**src/rtl/serial_add_ctrl.sv**
```systemverilog
// Bit-serial add/subtract controller: one full-adder cell iterated over WIDTH cycles, start/done handshake.
// Optional macro SERIAL_ADD_SUB_EN adds the op_sub port (A-B via ~B and carry-in of 1).
module serial_add_ctrl #(
   parameter int WIDTH = 8
) (
   input  logic             clk,
   input  logic             rst_n,
   input  logic             start,
   input  logic [WIDTH-1:0] a,
   input  logic [WIDTH-1:0] b,
   input  logic             cin,
`ifdef SERIAL_ADD_SUB_EN
   input  logic             op_sub,
`endif
   output logic             ready,
   output logic             busy,
   output logic             done,
   output logic [WIDTH-1:0] sum,
   output logic             cout,
   output logic             ovf
);

   localparam int CW = (WIDTH > 2) ? $clog2(WIDTH) : 1;
   localparam logic [CW-1:0] CNT_LAST   = CW'(WIDTH - 1);
   localparam logic [CW-1:0] CNT_PENULT = CW'(WIDTH - 2);

   typedef enum logic [1:0] {
      S_IDLE,
      S_RUN,
      S_DONE
   } state_e;

   state_e           state_q,   state_d;
   logic [CW-1:0]    cnt_q,     cnt_d;
   logic [WIDTH-1:0] shift_a_q, shift_a_d;
   logic [WIDTH-1:0] shift_b_q, shift_b_d;
   logic [WIDTH-1:0] work_q,    work_d;
   logic [WIDTH-1:0] sum_q,     sum_d;
   logic             carry_q,   carry_d;
   logic             msb_cin_q, msb_cin_d;
   logic             cout_q,    cout_d;
   logic             ovf_q,     ovf_d;

   logic             is_sub;
   logic             fa_x, fa_y, fa_c;
   logic             fa_out, fa_cout;

`ifdef SERIAL_ADD_SUB_EN
   assign is_sub = op_sub;
`else
   assign is_sub = 1'b0;
`endif

   // The single FullAdder cell (X, Y, C -> out, Cout) fed from the LSBs of the shift registers.
   assign fa_x    = shift_a_q[0];
   assign fa_y    = shift_b_q[0];
   assign fa_c    = carry_q;
   assign fa_out  = fa_x ^ fa_y ^ fa_c;
   assign fa_cout = (fa_x & fa_y) | (fa_c & (fa_x ^ fa_y));

   always_comb begin
      // NOTE: every *_d defaults to its *_q first so no path through the case infers a latch.
      state_d   = state_q;
      cnt_d     = cnt_q;
      shift_a_d = shift_a_q;
      shift_b_d = shift_b_q;
      work_d    = work_q;
      sum_d     = sum_q;
      carry_d   = carry_q;
      msb_cin_d = msb_cin_q;
      cout_d    = cout_q;
      ovf_d     = ovf_q;

      unique case (state_q)
         S_IDLE, S_DONE: begin
            if (start) begin
               shift_a_d = a;
               shift_b_d = is_sub ? ~b : b;
               carry_d   = is_sub ? 1'b1 : cin;
               cnt_d     = '0;
               state_d   = S_RUN;
            end else begin
               state_d   = S_IDLE;
            end
         end

         S_RUN: begin
            carry_d   = fa_cout;
            shift_a_d = {1'b0, shift_a_q[WIDTH-1:1]};
            shift_b_d = {1'b0, shift_b_q[WIDTH-1:1]};
            work_d    = {fa_out, work_q[WIDTH-1:1]};
            cnt_d     = cnt_q + CW'(1);
            // Carry produced by bit WIDTH-2 is the carry into the MSB, needed for signed overflow.
            if (cnt_q == CNT_PENULT) begin
               msb_cin_d = fa_cout;
            end
            if (cnt_q == CNT_LAST) begin
               sum_d   = {fa_out, work_q[WIDTH-1:1]};
               cout_d  = fa_cout;
               ovf_d   = msb_cin_q ^ fa_cout;
               state_d = S_DONE;
            end
         end

         default: state_d = S_IDLE;
      endcase
   end

   always_ff @(posedge clk) begin
      // NOTE: sequential state uses non-blocking assignments so all registers update from pre-edge values.
      if (!rst_n) begin
         state_q   <= S_IDLE;
         cnt_q     <= '0;
         shift_a_q <= '0;
         shift_b_q <= '0;
         work_q    <= '0;
         sum_q     <= '0;
         carry_q   <= 1'b0;
         msb_cin_q <= 1'b0;
         cout_q    <= 1'b0;
         ovf_q     <= 1'b0;
      end else begin
         state_q   <= state_d;
         cnt_q     <= cnt_d;
         shift_a_q <= shift_a_d;
         shift_b_q <= shift_b_d;
         work_q    <= work_d;
         sum_q     <= sum_d;
         carry_q   <= carry_d;
         msb_cin_q <= msb_cin_d;
         cout_q    <= cout_d;
         ovf_q     <= ovf_d;
      end
   end

   assign ready = (state_q != S_RUN);
   assign busy  = (state_q == S_RUN);
   assign done  = (state_q == S_DONE);
   assign sum   = sum_q;
   assign cout  = cout_q;
   assign ovf   = ovf_q;

endmodule

```
**config.mk**
```make
export PLATFORM = sky130hd
export DESIGN_NAME = serial_add_ctrl
export DESIGN_NICKNAME = d
export VERILOG_FILES = /design/src/rtl/serial_add_ctrl.sv
export SDC_FILE = /design/constraint.sdc
export NUM_CORES = 1
export LEC_CHECK = 0
export ABC_AREA = 1
export CORE_AREA = 2 2 66 68
export DETAILED_ROUTE_END_ITERATION = 8
export DIE_AREA = 0 0 68 70
export PLACE_DENSITY_LB_ADDON = 0.1
export SLEW_MARGIN = 0
export SYNTH_ARGS = -nofsm -noshare
export SYNTH_HDL_FRONTEND = slang
export SYNTH_SLANG_ARGS = --single-unit
```
**constraint.sdc**
```tcl
create_clock -name clk -period 4.3 [get_ports clk]
set_input_delay 0.43 -clock clk [delete_from_list [all_inputs] [get_ports clk]]
set_output_delay 0.43 -clock clk [all_outputs]
set_load 0.005 [all_outputs]
```
* Yosys cells after proc, flatten, opt, wreduce, memory -nomap -nowiden
Index checks and enable logic that the tools add are counted.
** Word-level totals
- Register bits :: 41
- Bits of input ports :: 20
- Output and inout bits :: 13
- Word-level logic and storage cells :: 41
** Cells by class
- Add/subtract/negate cells :: 1
- Equality and inequality tests :: 7
- Muxes and demuxes :: 11
- Bitwise operators :: 6
- Reductions and logical operators :: 6
** Operators by type and width (number)
- case mux 8 bit (2 select lines) :: 2
- two-way mux 8 bit :: 2
- equality test 3 bit (second input constant) :: 2
- case mux 3 bit (2 select lines) :: 1
- AND reduction 2 bit :: 3
- inequality test 2 x 1 -> 1 bit (second input constant) :: 2
- case mux 2 bit (2 select lines) :: 1
- adder 3 x 1 -> 3 bit (second input constant) :: 1
- two-way mux 3 bit :: 1
- bitwise XOR 1 bit :: 3
- bitwise AND 1 bit :: 2
- equality test 2 x 1 -> 1 bit (second input constant) :: 1
- equality test 2 bit (second input constant) :: 1
- logical NOT 2 bit :: 1
- two-way mux 1 bit :: 2
- two-way mux 2 bit :: 1
- inequality test 2 bit (second input constant) :: 1
- case mux 1 bit (2 select lines) :: 1
- nonzero test 2 bit :: 1
- OR reduction 2 bit :: 1
- OR 1 bit :: 1

* Depth between registers and ports, before layout
Gate-level depths: netlist (run 1).
- Word-level depth :: 4
- Depth in mapped cells :: 7
- Depth with buffers taken out :: 7

* Worst setup path before layout (run 1)
Ideal clock, no wire load.
- Path kind :: register to register
- Start :: register cnt_q[1]
- End :: register ovf_q (netlist: ovf)
- Arrival time :: 1.254 ns
- Path slack :: 2.934 ns
- Stages on the path, launching flop included :: 8
- Path buffers :: 2
- Clock period less this slack :: 1.366 ns
- Cells stage by stage :: dfxtp_1 -> ha_1 -> ha_1 -> clkbuf_1 -> nand2_1 -> buf_2 -> nor2_1 -> nor2_1
** Between the ends
- Cells in the longest elaborated chain, start to end :: 2
** Ends and longest elaborated chain
- start: declaration :: line 34 : logic [CW-1:0] cnt_q, cnt_d;
- start signal: assignment :: line 124 : cnt_q <= cnt_d;
- equality test 3 bit :: line 97 : if (cnt_q == CNT_LAST) begin
- AND reduction 2 bit (no source line)
- end signal: assignment :: line 132 : ovf_q <= ovf_d;
- end: declaration :: line 42 : logic ovf_q, ovf_d;
No other way between the ends.
A chain may end at the register's enable or synchronous reset.

* Worst setup path after layout (run 1)
- Start :: register state_q[0]
- End :: output busy
** Between the ends
- Cells in the longest elaborated chain, start to end :: 1
** Ends and longest elaborated chain
- start: declaration :: line 33 : state_e state_q, state_d;
- start signal: assignment :: line 123 : state_q <= state_d;
- equality test 2 x 1 -> 1 bit :: line 137 : assign busy = (state_q == S_RUN);
- end: declaration :: line 16 : output logic busy,
No other way between the ends.

==> results of run 1 <==
worst max-delay path by stage:
stage / slack [ns] / startpoint / end
finish: 1.55 / state_q[0] / busy
global route: 1.36 / state_q[0] / busy
CTS: 1.51 / state_q[0] / busy
detailed placement: 1.83 / state_q[0] / busy
global placement: 1.87 / state_q[0] / busy
floorplan: 2.93 / cnt_q[1] / ovf
cells by family (layout without fill, tap and decap cells):
logic type | after synthesis | in the layout | synth area share (%)
flops | 40 | 40 | 42.8
xor+xnor | 1 | 1 | 0.468
compound gates | 27 | 27 | 7.35
simple gates | 137 | 137 | 33.0
buf+inv | 58 | 81 | 13.4
fa+ha+maj | 4 | 4 | 3.07
layout make-up:
| class | count | share of cell area (%) |
|---|---|---|
| timing repair buffer | 33 | 14.2 |
| multi-input combinational | 169 | 35.7 |
| tap | 52 | 2.83 |
| clock buffer | 5 | 2.99 |
| inverter | 41 | 6.80 |
| sequential | 40 | 34.8 |
| clock inverter | 2 | 2.61 |
report_power, final:
| part | total [uW] | switching (uW) | leakage (uW) | internal (uW) |
|---|---|---|---|---|
| sequential | 409 | 14.2 | 0.000328 | 395 |
| clock | 356 | 128 | 0.0000642 | 228 |
| combinational | 125 | 70.6 | 0.000642 | 54.9 |
| total | 890 | 212 | 0.00103 | 678 |
sequential cells by signal (all words and copies together), names as in the netlist:
name       flops
cout           1
work_q         7
state_q        2
cnt_q          3
shift_a_q      8
ovf            1
shift_b_q      8
carry_q        1
msb_cin_q      1
sum            8
critical path, stage by stage, from the launching register on:
cell             delay, ns
dfxtp_1               0.75
inv_4                 0.09
nor2_4                0.56
clkdlybuf4s50_1       0.63
cells in the final DEF (no fill, tap or decap), types with 2 or more instances in the layout:
master and count:
a21oi_1 14, bufinv_16 2, clkbuf_8 5, clkdlybuf4s50_1 32, dfxtp_1 40, ha_1 3
inv_1 38, nand2_1 44, nand3_1 40, nand3b_1 3, nor2_1 31, nor3_1 15
o21ai_0 9, o21ai_1 3
per-layer routing:
metal | share of wire, % | wire [um] | up-vias
met5 | 0 | 0 | -
met4 | 1.2 | 46 | 0
met3 | 4.2 | 157 | 4
met2 | 46 | 1740 | 27
met1 | 48 | 1810 | 704
li1 | - | - | 878
per-stage QoR:
stage                     power (uW)  std cells  util, %  hold WS, ns  area [um^2]
final                            890        342     55.5        0.462         2300
after global routing             937        342     55.5        0.484         2300
after CTS                        901        342     55.5        0.468         2300
after detailed placement         545        335     52.4        0.455         2170
after global placement           543        335     52.4        0.451         2170
after floorplan                  510        267        -        0.441         1870
==> impl_metrics.json, run 1 <==
{
  "gp_congestion": 0.771,
  "globalRouteTotalUtil_pct": 17.4,
  "wl_per_cell_um": 11.0,
  "numCtsBuffers": 5,
  "dieWidth_um": 68,
  "grt_util_met3_pct": 5.31,
  "grt_pass1_wl_um": 6370,
  "cap_violations": 0,
  "yosys-top-cells-area": "dfxtp_1 (43%), nand3_1 (11%), nand2_1 (8.8%), inv_1 (7.6%), nor2_1 (6.2%)",
  "cts_hold_buf": 0,
  "setup_viol": 0,
  "grt_pass1_vias": 1457,
  "syn_nets": 291,
  "skew_ns": 0.00806,
  "path_max_fanout": 31,
  "antenna_found_initial": 0,
  "post-route-period-util_pct": 64.1,
  "grt_use_met1_pct": 22.6,
  "powerDensity_nw_per_um2": 387,
  "hold_depth": 2,
  "p_leak_uw": 0.00103,
  "n_fill_cell": 430,
  "multi_input_area_um2": 822,
  "tns_ns": 0,
  "synth_area_um2": 1870,
  "grt.busiest_layer": "met2",
  "syn_avg_cell_area_um2": 7.02,
  "fin_ws_ns": 1.55,
  "clk-insertion-delay-late_ns": 0.29,
  "cp.required_ns": 3.87,
  "syn_inst": 267,
  "synth_edf_count": 0,
  "rrSetupSlack_ns": 2.11,
  "yosysMostFrequentCell": "nand2_1",
  "start_util_pct": 45.2,
  "yosys_warnings": 0,
  "async_flop_share_pct": 0,
  "post_cts_buffers": 0,
  "io_buffers": 32,
  "num-nets-final": 314,
  "detail-route-antenna-nets": 0,
  "rr_startpoint": "state_q[0]",
  "seq_area_um2": 801,
  "cts_sinks": 40,
  "synth_commonest_cells": "nand2_1 (44), dfxtp_1 (40), nand3_1 (40)",
  "wl_um": 3750,
  "drive_gt1_share_pct": 4.83,
  "run_status": "completed",
  "hold_viol_final": 0,
  "r2r_end": "ovf",
  "first_pass_iters": 4,
  "num_vias": 1613,
  "rsz0062_at_grt": "false",
  "grt_max_degree": 37,
  "grt-ovfl-total": 0,
  "r2r.worst_path.cells": 5,
  "syn_to_final_growth_pct": 22.8,
  "synth_flop_cell": "dfxtp_1",
  "critPathArrivalTime_ns": 2.32,
  "synth_top_area_cell": "dfxtp_1",
  "clock.fmax_mhz": 363,
  "clkTransAtPathRegs_ns": 0.08,
  "cts_max_level": 2,
  "via_per_inst": 4.72,
  "finalCriticalPeriod_ns": 2.75,
  "fp-row-count": 24,
  "hold_path.class": "register to register",
  "place_ws_ns": 1.83,
  "hold_path_end": "cout",
  "core_um2": 4140,
  "tightest_slew_ns": 0.694,
  "start_kind": "register",
  "ys_seq_elements": 40,
  "cts_root_buffer": "clkbuf_8",
  "cts_max_path_buffers": 2,
  "synth_top_area_share_pct": 42.8,
  "maxSlewHeadroom_pct": 53.7,
  "dpl.hpwl_um": 2410,
  "synth_cell_types": 24,
  "drc_errors": 0,
  "globalRouteMet2Util_pct": 27.0,
  "slew_viol_final": 0,
  "fp.dieArea_um2": 4760,
  "holdCritStartpoint": "cout",
  "seq_area_frac_synth_pct": 42.8,
  "antenna_cells": 0,
  "ir_drop_uv": 204,
  "worstSetupPathType": "register to primary output",
  "die_y_um": 70,
  "cts_tree": "done",
  "cts_resized": 0,
  "first_iter_violations": 86,
  "crit_path_end_kind": "primary output",
  "io_pins": 33
}
(Power assumes the default switching activity.)
==> run 2, diff against run 1 <==
--- a/config.mk
+++ b/config.mk
@@ -6,9 +6,9 @@
 export NUM_CORES = 1
 export LEC_CHECK = 0
 export ABC_AREA = 1
-export CORE_AREA = 2 2 66 68
+export CORE_AREA = 2 2 67 69
 export DETAILED_ROUTE_END_ITERATION = 8
-export DIE_AREA = 0 0 68 70
+export DIE_AREA = 0 0 69 71
 export PLACE_DENSITY_LB_ADDON = 0.1
 export SLEW_MARGIN = 0
 export SYNTH_ARGS = -nofsm -noshare
==> constraint.sdc (replaced) <==
create_clock -name clk -period 2.4 [get_ports clk]
set_input_delay 0.24 -clock clk [delete_from_list [all_inputs] [get_ports clk]]
set_output_delay 0.24 -clock clk [all_outputs]
set_load 0.005 [all_outputs]
==> impl_metrics.json, run 2 (same netlist as run 1, synthesis figures left out) <==
{
  "worstSetupPathType": "register to primary output",
  "setup_viol": 0,
  "start_util_pct": 44.6,
  "gp_congestion": 0.725,
  "grt_pass1_vias": 1547,
  "dpl.hpwl_um": 2620,
  "hold_path.class": "register to register",
  "cts_resized": 0,
  "drive_gt1_share_pct": 7.07,
  "fp-row-count": 24,
  "fp.dieArea_um2": 4900,
  "skew_ns": 0.00558,
  "run_status": "completed",
  "cts_max_level": 2,
  "final_cell_mix": "nand2_1 (44), nand3_1 (40), dfxtp_1 (40), inv_1 (38), clkdlybuf4s50_1 (32)",
  "fin_area_um2": 2330,
  "final_common_cell": "nand2_1",
  "numCtsBuffers": 5,
  "antenna_cells": 0,
  "clk-insertion-delay-late_ns": 0.30,
  "fin_worst_hold_slack_ns": 0.467,
  "cp.required_ns": 2.16,
  "die_y_um": 71,
  "num-nets-final": 320,
  "antenna_found_initial": 0,
  "path_max_fanout": 11,
  "cts_tree": "done",
  "critPathArrivalTime_ns": 1.55,
  "slew_viol_final": 0,
  "finalCriticalPeriod_ns": 1.79,
  "p_leak_uw": 0.00106,
  "drc_errors": 0,
  "clock.fmax_mhz": 560,
  "hold_depth": 2,
  "via_per_inst": 4.85,
  "clkTransAtPathRegs_ns": 0.09,
  "detail-route-antenna-nets": 0,
  "hold_path_end": "sum[4]",
  "holdCritStartpoint": "sum[4]",
  "r2r_end": "ovf",
  "dieWidth_um": 69,
  "powerDensity_nw_per_um2": 660,
  "cts_root_buffer": "clkbuf_8",
  "wl_um": 4000,
  "start_kind": "register",
  "post_cts_buffers": 0,
  "rr_startpoint": "state_q[0]",
  "maxSlewHeadroom_pct": 74.6,
  "finalPower_uw": 1540,
  "post-route-period-util_pct": 74.4,
  "cap_violations": 0,
  "core_um2": 4200,
  "io_pins": 33,
  "fin_ws_ns": 0.614,
  "grt_pass1_wl_um": 6840,
  "cts_sinks": 40,
  "crit_path_end_kind": "primary output",
  "rrSetupSlack_ns": 0.94,
  "place_ws_ns": 0.914,
  "num_vias": 1691,
  "cts_max_path_buffers": 2,
  "first_iter_violations": 82,
  "cts_hold_buf": 0,
  "ir_drop_uv": 408,
  "io_buffers": 32,
  "r2r.worst_path.cells": 7,
  "tns_ns": 0,
  "dpl_cell_area_um2": 2220,
  "syn_to_final_growth_pct": 24.6,
  "hold_viol_final": 0,
  "grt_max_degree": 37,
  "first_pass_iters": 4,
  "tightest_slew_ns": 0.381,
  "grt-ovfl-total": 0,
  "rsz0062_at_grt": "false",
  "wl_per_cell_um": 11.5,
  "globalRouteTotalUtil_pct": 17.2
}
run 2: changes by cell type in the layout (fill, tap and decap cells not counted):
cell,delta
clkinv_4,+2
buf_4,+6
bufinv_16,-1
run 2: metal layers:
layer | GRT usage [%] | wire length [um] | up-vias
li1 | - | - | 892
met1 | 21.8 | 2010 | 756
met2 | 28.0 | 1730 | 38
met3 | 4.99 | 199 | 5
met4 | 6.54 | 63 | 0
met5 | 0 | 0 | -
run 2: how the worst max path moves through the flow:
stage               start    endpoint  slack [ns]
2_1_floorplan    cnt_q[1]         ovf        1.03
3_3_place_gp        start  state_q[0]        0.90
3_5_place_dp        start  state_q[0]        0.91
4_1_cts        state_q[0]        busy        0.61
5_1_grt        state_q[0]        busy        0.55
6_report       state_q[0]        busy        0.61
run 2: layout make-up:
type / instances / area [um^2]
tap: 52 / 65.1
multi-input combinational: 169 / 822
clock buffer: 5 / 68.8
sequential: 40 / 801
timing repair buffer: 39 / 373
inverter: 41 / 156
fill: 418 / 1870
clock inverter: 3 / 47.5
run 2: metrics by stage:
step,utilization [%],std cells
final,55.5,349
after global routing,55.5,349
after CTS,55.5,349
after detailed placement,52.7,341
after global placement,52.7,341
after floorplan,-,267
run 2: where the power goes:
part | leakage, uW | internal [uW] | switching, uW | total, uW
Sequential | 0.000328 | 707 | 19.9 | 727
Clock | 0.0000583 | 313 | 257 | 570
Combinational | 0.000672 | 106 | 137 | 243
Total | 0.00106 | 1130 | 414 | 1540
run 2: worst max-delay path, stage by stage, from the launching register on:
cell,delay [ns]
dfxtp_1,0.38
inv_4,0.06
nor2_4,0.22
clkdlybuf4s50_1,0.60
